--- src/rtl/rxfis_pkg.sv ---
// Shared definitions for the receive FIS scheduler: word layout, flag bits,
// state and source encodings.
package rxfis_pkg;

  localparam int unsigned C_MAX_WORDS = 2049;
  localparam int unsigned C_DW        = 36;
  localparam int unsigned CNT_W       = 12;
  localparam int unsigned FRM_W       = 16;
  localparam int unsigned OVR_W       = 8;

  localparam int unsigned SOF = 32;
  localparam int unsigned EOF = 33;
  localparam int unsigned ERR = 34;

  typedef enum logic [2:0] {
    ST_IDLE  = 3'd0,
    ST_XFER  = 3'd1,
    ST_DRAIN = 3'd2
  } state_t;

  typedef enum logic {
    SRC_DATA = 1'b0,
    SRC_NDR  = 1'b1
  } src_t;

  // Output register payload: the word plus the FIFO it came from.
  typedef struct packed {
    src_t            src;
    logic [C_DW-1:0] word;
  } oword_t;

endpackage

--- src/rtl/rxfis_oreg.sv ---
// Single-entry output holding register toward rxdma; a load may coincide
// with the acceptance of the word currently held.
module rxfis_oreg
  import rxfis_pkg::*;
(
  input  logic   clk,
  input  logic   rst,
  input  logic   flush,
  input  logic   load,
  input  oword_t ld_data,
  input  logic   ready,
  output logic   valid,
  output oword_t data,
  output logic   accept_c
);

  assign accept_c = valid & ready;

  always_ff @(posedge clk) begin
    if (rst) begin
      valid <= 1'b0;
      data  <= '0;
    end else if (flush) begin
      valid <= 1'b0;
    end else if (load) begin
      valid <= 1'b1;
      data  <= ld_data;
    end else if (accept_c) begin
      valid <= 1'b0;
    end
  end

endmodule

--- src/rtl/rxfis_sched.sv ---
// Round-robin frame scheduler draining the data and NDR receive FIFOs into a
// single registered word stream toward rxdma, with frame-length enforcement.
module rxfis_sched
  import rxfis_pkg::*;
(
  input  logic            sys_clk,
  input  logic            sys_rst,
  input  logic [C_DW-1:0] rxll2rxdma_rd_do,
  input  logic            rxll2rxdma_rd_empty,
  input  logic            rxll2rxdma_rd_eof_rdy,
  output logic            rxfis2rxll_rd_en,
  input  logic [C_DW-1:0] ififo2rxdma_ndr_rd_do,
  input  logic            ififo2port_empty,
  output logic            rxfis2ififo_ndr_rd_en,
  output logic [C_DW-1:0] rxfis2rxdma_do,
  output logic            rxfis2rxdma_src,
  output logic            rxfis2rxdma_valid,
  input  logic            rxdma2rxfis_ready,
  input  logic            port2rxfis_flush,
  output logic            rxfis2port_done,
  output logic            rxfis2port_err,
  output logic [31:0]     rxfis2dbg
);

  state_t            state, state_nxt;
  src_t              src, src_nxt, last, last_nxt;
  logic [CNT_W-1:0]  cnt, cnt_nxt, cnt_inc_c;
  logic [FRM_W-1:0]  frames;
  logic [OVR_W-1:0]  overruns;
  logic              ferr;
  logic              pop_c, load_c, ovr_c, done_c;
  logic              room_c, sel_empty_c, accept_c, oreg_valid;
  logic [C_DW-1:0]   sel_word_c;
  oword_t            ld_word_c, oreg_q;

  assign sel_empty_c = (src == SRC_NDR) ? ififo2port_empty : rxll2rxdma_rd_empty;
  assign sel_word_c  = (src == SRC_NDR) ? ififo2rxdma_ndr_rd_do : rxll2rxdma_rd_do;
  assign room_c      = !oreg_valid || accept_c;
  assign cnt_inc_c   = cnt + CNT_W'(1);
  assign done_c      = accept_c && oreg_q.word[EOF] && !port2rxfis_flush && !sys_rst;

  // Next-state, pop and load decisions.
  always_comb begin
    state_nxt      = state;
    src_nxt        = src;
    last_nxt       = last;
    cnt_nxt        = cnt;
    pop_c          = 1'b0;
    load_c         = 1'b0;
    ovr_c          = 1'b0;
    ld_word_c.src  = src;
    ld_word_c.word = sel_word_c;
    case (state)
      ST_IDLE: begin
        if (room_c && (rxll2rxdma_rd_eof_rdy || !ififo2port_empty)) begin
          if (rxll2rxdma_rd_eof_rdy && !ififo2port_empty)
            src_nxt = (last == SRC_NDR) ? SRC_DATA : SRC_NDR;
          else
            src_nxt = rxll2rxdma_rd_eof_rdy ? SRC_DATA : SRC_NDR;
          cnt_nxt   = '0;
          state_nxt = ST_XFER;
        end
      end
      ST_XFER: begin
        if (oreg_valid && oreg_q.word[EOF]) begin
          if (accept_c) begin
            state_nxt = ST_IDLE;
            last_nxt  = src;
          end
        end else if (!sel_empty_c && room_c) begin
          pop_c   = 1'b1;
          load_c  = 1'b1;
          cnt_nxt = cnt_inc_c;
          if (cnt == '0 && !sel_word_c[SOF])
            ld_word_c.word[ERR] = 1'b1;
          // Frame too long: terminate it here and discard the remainder.
          if (!sel_word_c[EOF] && cnt_inc_c == CNT_W'(C_MAX_WORDS)) begin
            ld_word_c.word[EOF] = 1'b1;
            ld_word_c.word[ERR] = 1'b1;
            ovr_c               = 1'b1;
            state_nxt           = ST_DRAIN;
          end
        end
      end
      ST_DRAIN: begin
        if (!sel_empty_c) begin
          pop_c = 1'b1;
          if (sel_word_c[EOF]) begin
            state_nxt = ST_IDLE;
            last_nxt  = src;
          end
        end
      end
      default: state_nxt = ST_IDLE;
    endcase
    if (port2rxfis_flush) begin
      state_nxt = ST_IDLE;
      last_nxt  = last;
      pop_c     = 1'b0;
      load_c    = 1'b0;
      ovr_c     = 1'b0;
    end
  end

  always_ff @(posedge sys_clk) begin
    if (sys_rst) begin
      state    <= ST_IDLE;
      src      <= SRC_DATA;
      last     <= SRC_NDR;
      cnt      <= '0;
      frames   <= '0;
      overruns <= '0;
      ferr     <= 1'b0;
    end else begin
      state <= state_nxt;
      src   <= src_nxt;
      last  <= last_nxt;
      cnt   <= cnt_nxt;
      if (done_c)
        frames <= frames + FRM_W'(1);
      if (ovr_c && overruns != '1)
        overruns <= overruns + OVR_W'(1);
      // Sticky per-frame error, covering every word loaded for the frame.
      if (port2rxfis_flush)
        ferr <= 1'b0;
      else if (load_c)
        ferr <= (ferr && !done_c) || ld_word_c.word[ERR];
      else if (done_c)
        ferr <= 1'b0;
    end
  end

  rxfis_oreg u_oreg (
    .clk      (sys_clk),
    .rst      (sys_rst),
    .flush    (port2rxfis_flush),
    .load     (load_c),
    .ld_data  (ld_word_c),
    .ready    (rxdma2rxfis_ready),
    .valid    (oreg_valid),
    .data     (oreg_q),
    .accept_c (accept_c)
  );

  assign rxfis2rxll_rd_en      = pop_c && (src == SRC_DATA) && !sys_rst;
  assign rxfis2ififo_ndr_rd_en = pop_c && (src == SRC_NDR) && !sys_rst;
  assign rxfis2rxdma_do        = oreg_q.word;
  assign rxfis2rxdma_src       = oreg_q.src;
  assign rxfis2rxdma_valid     = oreg_valid;
  assign rxfis2port_done       = done_c;
  assign rxfis2port_err        = done_c && (ferr || oreg_q.word[ERR]);
  assign rxfis2dbg             = {5'd0, 3'(state), overruns, frames};

endmodule
--- config.mk ---
export PLATFORM = sky130hd
export DESIGN_NAME = rxfis_sched
export DESIGN_NICKNAME = d
export VERILOG_FILES = /design/src/rtl/rxfis_pkg.sv /design/src/rtl/rxfis_oreg.sv /design/src/rtl/rxfis_sched.sv
export SDC_FILE = /design/constraint.sdc
export NUM_CORES = 1
export LEC_CHECK = 0
export CORE_MARGIN = 2
export CORE_UTILIZATION = 40
export DETAILED_ROUTE_END_ITERATION = 12
export GPL_ROUTABILITY_DRIVEN = 1
export PLACE_DENSITY = 0.76
export SLEW_MARGIN = 20
export SYNTH_ARGS = -nofsm -noshare
export SYNTH_HDL_FRONTEND = slang
export SYNTH_SLANG_ARGS = --single-unit
--- constraint.sdc ---
create_clock -name sys_clk -period 7.24 [get_ports sys_clk]
set_clock_uncertainty 0.05 [all_clocks]
set_input_delay 1.448 -clock sys_clk [delete_from_list [all_inputs] [get_ports sys_clk]]
set_output_delay 1.448 -clock sys_clk [all_outputs]
set_load 0.1 [all_outputs]
* Word level (Yosys, flattened, before mapping) *
Cells that the tools add are included.

cells by class
  muxes and demuxes = 43
  add/sub/neg operators = 3
  eq/ne operators = 14
  bitwise gates (word level) = 3
  reductions and logical operators = 40

operators by type and width
  operator                 number
  $mux W12                 3
  $mux W36                 1
  $mux W1                  24
  $pmux W12 S2             1
  $mux W3                  7
  $add A16 B1 Y16 const B  1
  $logic_and A1 B1 Y1      16
  $ne A2 B2 Y1 const B     7
  $add A12 B1 Y12 const B  1
  $eq A12 B12 Y1 const B   1
  $logic_not A12 Y1        1
  $reduce_and A6 Y1        2
  $ne A3 B3 Y1 const B     3
  $pmux W3 S3              1
  $add A8 B1 Y8 const B    1
  $logic_not A1 Y1         8
  $mux W2                  4
  $ne A8 B8 Y1 const B     1
  $reduce_bool A2 Y1       4
  $logic_or A1 B1 Y1       4
  $pmux W1 S2              2
  $reduce_and A2 Y1        2
  $reduce_and A4 Y1        1
  $eq A3 B1 Y1 const B     1
  5 further kinds          6

word-level totals
  bits in registers = 80
  input bits = 79
  word-level logic and storage cells = 113

* Depth between registers and ports, before layout *
  word-level depth = 10
  depth in mapped cells = 9
  depth with buffers taken out = 7

* By module *
From an unflattened synthesis, not the netlist that was laid out.

second synthesis, totals
  cell total of the unflattened synthesis = 530
  area total of the unflattened synthesis = 4,800.9 µm²

by module, submodules not included
  module       sequential area each (µm²)  area an instance (µm²)  cells an instance  times used
  rxfis_sched  820.8                       2,911.5                 356                1
  rxfis_oreg   760.7                       1,889.3                 174                1

* Worst setup path before layout *
No wires, ideal clock.

  kind = in2out
  from = input rxdma2rxfis_ready
  to = output rxfis2rxll_rd_en
  arrival = 4.990 ns
  required time = 5.742 ns
  path slack = 0.752 ns
  path buffers = 0
  stages = 4
  cell sequence = nand2b_1 > nand4_1 > o21ai_0 > nor4b_1

between the ends
  longest elaborated chain between the ends = 9

RTL lines
  element                           line                text
  from (decl)                       rxfis_sched.sv:18   input logic rxdma2rxfis_ready,
  $and A1 B1 Y1                     rxfis_oreg.sv:17    assign accept_c = valid & ready;
  $logic_or A1 B1 Y1                rxfis_sched.sv:38   assign room_c = !oreg_valid || accept_c;
  $logic_and A1 B1 Y1               rxfis_sched.sv:70   end else if (!sel_empty_c && room_c) begin
  $mux W1                           rxfis_sched.sv:70
  $mux W1                           rxfis_sched.sv:65   if (oreg_valid && oreg_q.word[EOF]) begin
  $pmux W1 S2                       rxfis_sched.sv:53   case (state)
  $mux W1                           rxfis_sched.sv:96   if (port2rxfis_flush) begin
  $logic_and A1 B1 Y1 (2 in a row)  rxfis_sched.sv:145  assign rxfis2rxll_rd_en = pop_c && (src == SRC_DATA) && !sys_rst;
  to (decl)                         rxfis_sched.sv:11   output logic rxfis2rxll_rd_en,

No other way between the ends.

* Worst setup path after layout *
  from = input rxdma2rxfis_ready
  to = output rxfis2ififo_ndr_rd_en

between the ends
  longest elaborated chain between the ends = 9

RTL lines
  element                           line                text
  $and A1 B1 Y1                     rxfis_oreg.sv:17
  $logic_or A1 B1 Y1                rxfis_sched.sv:38
  $logic_and A1 B1 Y1               rxfis_sched.sv:70
  $mux W1                           rxfis_sched.sv:70
  $mux W1                           rxfis_sched.sv:65
  $pmux W1 S2                       rxfis_sched.sv:53
  $mux W1                           rxfis_sched.sv:96
  $logic_and A1 B1 Y1 (2 in a row)  rxfis_sched.sv:146  assign rxfis2ififo_ndr_rd_en = pop_c && (src == SRC_NDR) && !sys_rst;
  to (decl)                         rxfis_sched.sv:14   output logic rxfis2ififo_ndr_rd_en,

No other way between the ends.

==> impl_metrics.json <==
{
  "status": "complete, no violations",
  "tns_ns": 0,
  "antenna_cells": 0,
  "drt_iter0_markers": 206,
  "vdd_drop_max_mv": 0.107,
  "vias_per_cell": 5.30,
  "gr-total-overflow": 0,
  "synth-seq-area-share_pct": 38.7,
  "hold_slack_ns": 0.434,
  "cts_tree": "built",
  "cts_setup_buffers": 0,
  "nets": 689,
  "grt_max_degree": 77,
  "clk_pin_slew_ns": 0.08,
  "worstPathRequired_ns": 5.74,
  "yosysMostFrequentCell": "dfxtp_1",
  "setup_viol_count_final": 0,
  "yosysTopAreaCell": "dfxtp_1",
  "grt_pass1_vias": 3773,
  "async_reset_ff_share_pct": 0,
  "drt-met1-wl_um": 4620,
  "syn_inst": 471,
  "drtAntennaViolNets": 0,
  "wl_per_cell_um": 15.3,
  "period_needed_ns": 5.70,
  "endpoint_kind": "primary output",
  "slowest_stage": "clkdlybuf4s50_1",
  "dieArea_um2": 11000,
  "first_pass_iters": 4,
  "cts_hold_buf": 0,
  "pwr_density_cell_nw_per_um2": 163,
  "worstPathCellList": "clkdlybuf4s50_1 -> nand2b_1 -> nand4_1 -> o21ai_0 -> nor4bb_1 -> clkdlybuf4s50_1",
  "met3_length_um": 552,
  "synth-main-ff-cell": "dfxtp_1",
  "ys_seq_elements": 79,
  "htreeDepth": 3,
  "drv_slew": 0,
  "crit_top_cell": "clkdlybuf4s50_1",
  "area_growth_pct": 41.3,
  "wl_met2_um": 5980,
  "yosysWarnings": 0,
  "grtUsageTotal_pct": 20.4,
  "yosysTopAreaCellShare_pct": 38.7,
  "numCtsBuffers": 9,
  "maxCapViolations": 0,
  "fill_cells": 919,
  "syn_area_um2": 4080,
  "antenna_found_initial": 0,
  "core_area_um2": 9820,
  "cp.arrival_ns": 4.20,
  "finalHoldViolCount": 0,
  "wirelength_um": 11300,
  "top_layer_used": "met4",
  "synthTopCellsByCount": "dfxtp_1 (79), nor2_1 (67), mux2i_1 (40), a211oi_1 (35), a21oi_1 (24)",
  "netlist-cell-type-count": 57,
  "synth_area_leaders": "dfxtp_1 (39%), mux2i_1 (9.8%), a211oi_1 (6.4%)",
  "ios": 153,
  "grt_first_pass_wirelength_um": 18300,
  "tightest_slew_ns": 1.05,
  "drive_gt1_share_pct": 5.77,
  "die_w_um": 105,
  "root_buffer": "clkbuf_8",
  "gp_congestion": 0.940,
  "clock_path_buffers": 2,
  "crit_path_max_incr_delay_ns": 1.22,
  "post_cts_resized": 0,
  "post-route-period-util_pct": 78.7,
  "slew_headroom_pct": 29.8,
  "rsz0062_at_grt": "false",
  "path_max_fanout": 7,
  "drc_errors": 0,
  "fmax_ghz": 0.176,
  "synth_edf_count": 0,
  "row_count": 36,
  "p_leak_nw": 1.93,
  "cts.sinks": 79,
  "worstSetupPathType": "in2out",
  "multi_input_area_um2": 2310,
  "final-seq-area_um2": 1580,
  "postSynthAreaPerCell_um2": 8.67,
  "clk_latency_ns": 0.35,
  "via_count": 3925,
  "start_util_pct": 41.6,
  "start_kind": "input port",
  "place_hpwl_um": 8500,
  "chipHeight_um": 105,
  "hold_path_class": "reg2reg",
  "dp_slack_ns": 1.60,
  "io_buffer_count": 146,
  "fin_ws_ns": 1.54
}
## layout make-up
| type | count | area share, % |
|---|---|---|
| Multi-Input combinational cell | 349 | 40.1 |
| Sequential cell | 79 | 27.5 |
| Timing Repair Buffer | 150 | 25.8 |
| Tap cell | 133 | 2.89 |
| Clock buffer | 10 | 2.21 |
| Inverter | 14 | 0.911 |
| Clock inverter | 5 | 0.629 |
## report_power, final
| part | switching, mW | internal, mW |
|---|---|---|
| clock | 0.163 | 0.123 |
| sequential | 0.00508 | 0.443 |
| combinational | 0.128 | 0.0782 |
| total | 0.296 | 0.644 |
## metal layers
| layer | global-route usage [%] | vias up |
|---|---|---|
| li1 | - | 1967 |
| met1 | 22.8 | 1852 |
| met2 | 37.9 | 95 |
| met3 | 4.87 | 11 |
| met4 | 5.90 | 0 |
| met5 | 0 | - |
## state kept, by name, indices dropped and copies added, names as in the netlist
register      cells
overruns          8
u_oreg.data      37
last              1
src               1
cnt              12
ferr              1
state             2
frames           16
u_oreg.valid      1
## through the flow
step	instance area (µm²)	utilization [%]	instances	power, mW
6_report	5770	58.7	740	0.940
5_1_grt	5770	58.7	740	0.979
4_1_cts	5770	58.7	740	0.950
3_5_place_dp	5600	57.0	725	0.665
3_3_place_gp	5600	57.0	725	0.662
2_1_floorplan	4100	-	476	0.592
## logic make-up after synthesis
| kind of cell | count (synthesis) | synth area share (%) |
|---|---|---|
| DFF | 79 | 38.7 |
| buffers and inverters | 48 | 5.21 |
| AOI/OAI and AO/OA | 108 | 18.3 |
| adders and majority gates | 7 | 2.15 |
| xor gates and xnor gates | 12 | 2.58 |
| muxes | 41 | 10.1 |
| other | 1 | 0.0919 |
| and+or+nand+nor | 175 | 22.9 |
## cell usage in the layout, fill, tap and decap left out, drive strengths merged, types with 7 or more instances in the layout
| cell | synthesis | routed |
|---|---|---|
| nand2b | 7 | 7 |
| a211oi | 35 | 35 |
| nor2 | 67 | 67 |
| nand3 | 15 | 15 |
| or3 | 8 | 8 |
| a21oi | 24 | 24 |
| nand4 | 12 | 12 |
| clkbuf | 15 | 10 |
| inv | 14 | 14 |
| xor2 | 7 | 7 |
| ha | 7 | 7 |
| nand2 | 22 | 22 |
| dfxtp | 79 | 79 |
| clkdlybuf4s50 | 0 | 145 |
| mux2i | 40 | 40 |
| and3 | 10 | 10 |
| o21ai | 21 | 21 |
| nor3 | 9 | 9 |
## worst max-delay path, delay by kind of cell
family	cells	cell delay (ns)
AO/OA/AOI/OAI	1	0.15
AND/OR/NAND/NOR	3	0.84
buffers and inverters	2	1.75
## path summary, 6_finish.rpt
path,from,to,slack [ns],depth (start not counted)
setup / recovery,rxdma2rxfis_ready,rxfis2ififo_ndr_rd_en,1.54,6
hold / removal,ferr,ferr,0.43,2
setup reg to reg,state[1],overruns[5],4.17,8
hold reg to reg,ferr,ferr,0.43,2
Power figures use the tool's default switching activity.
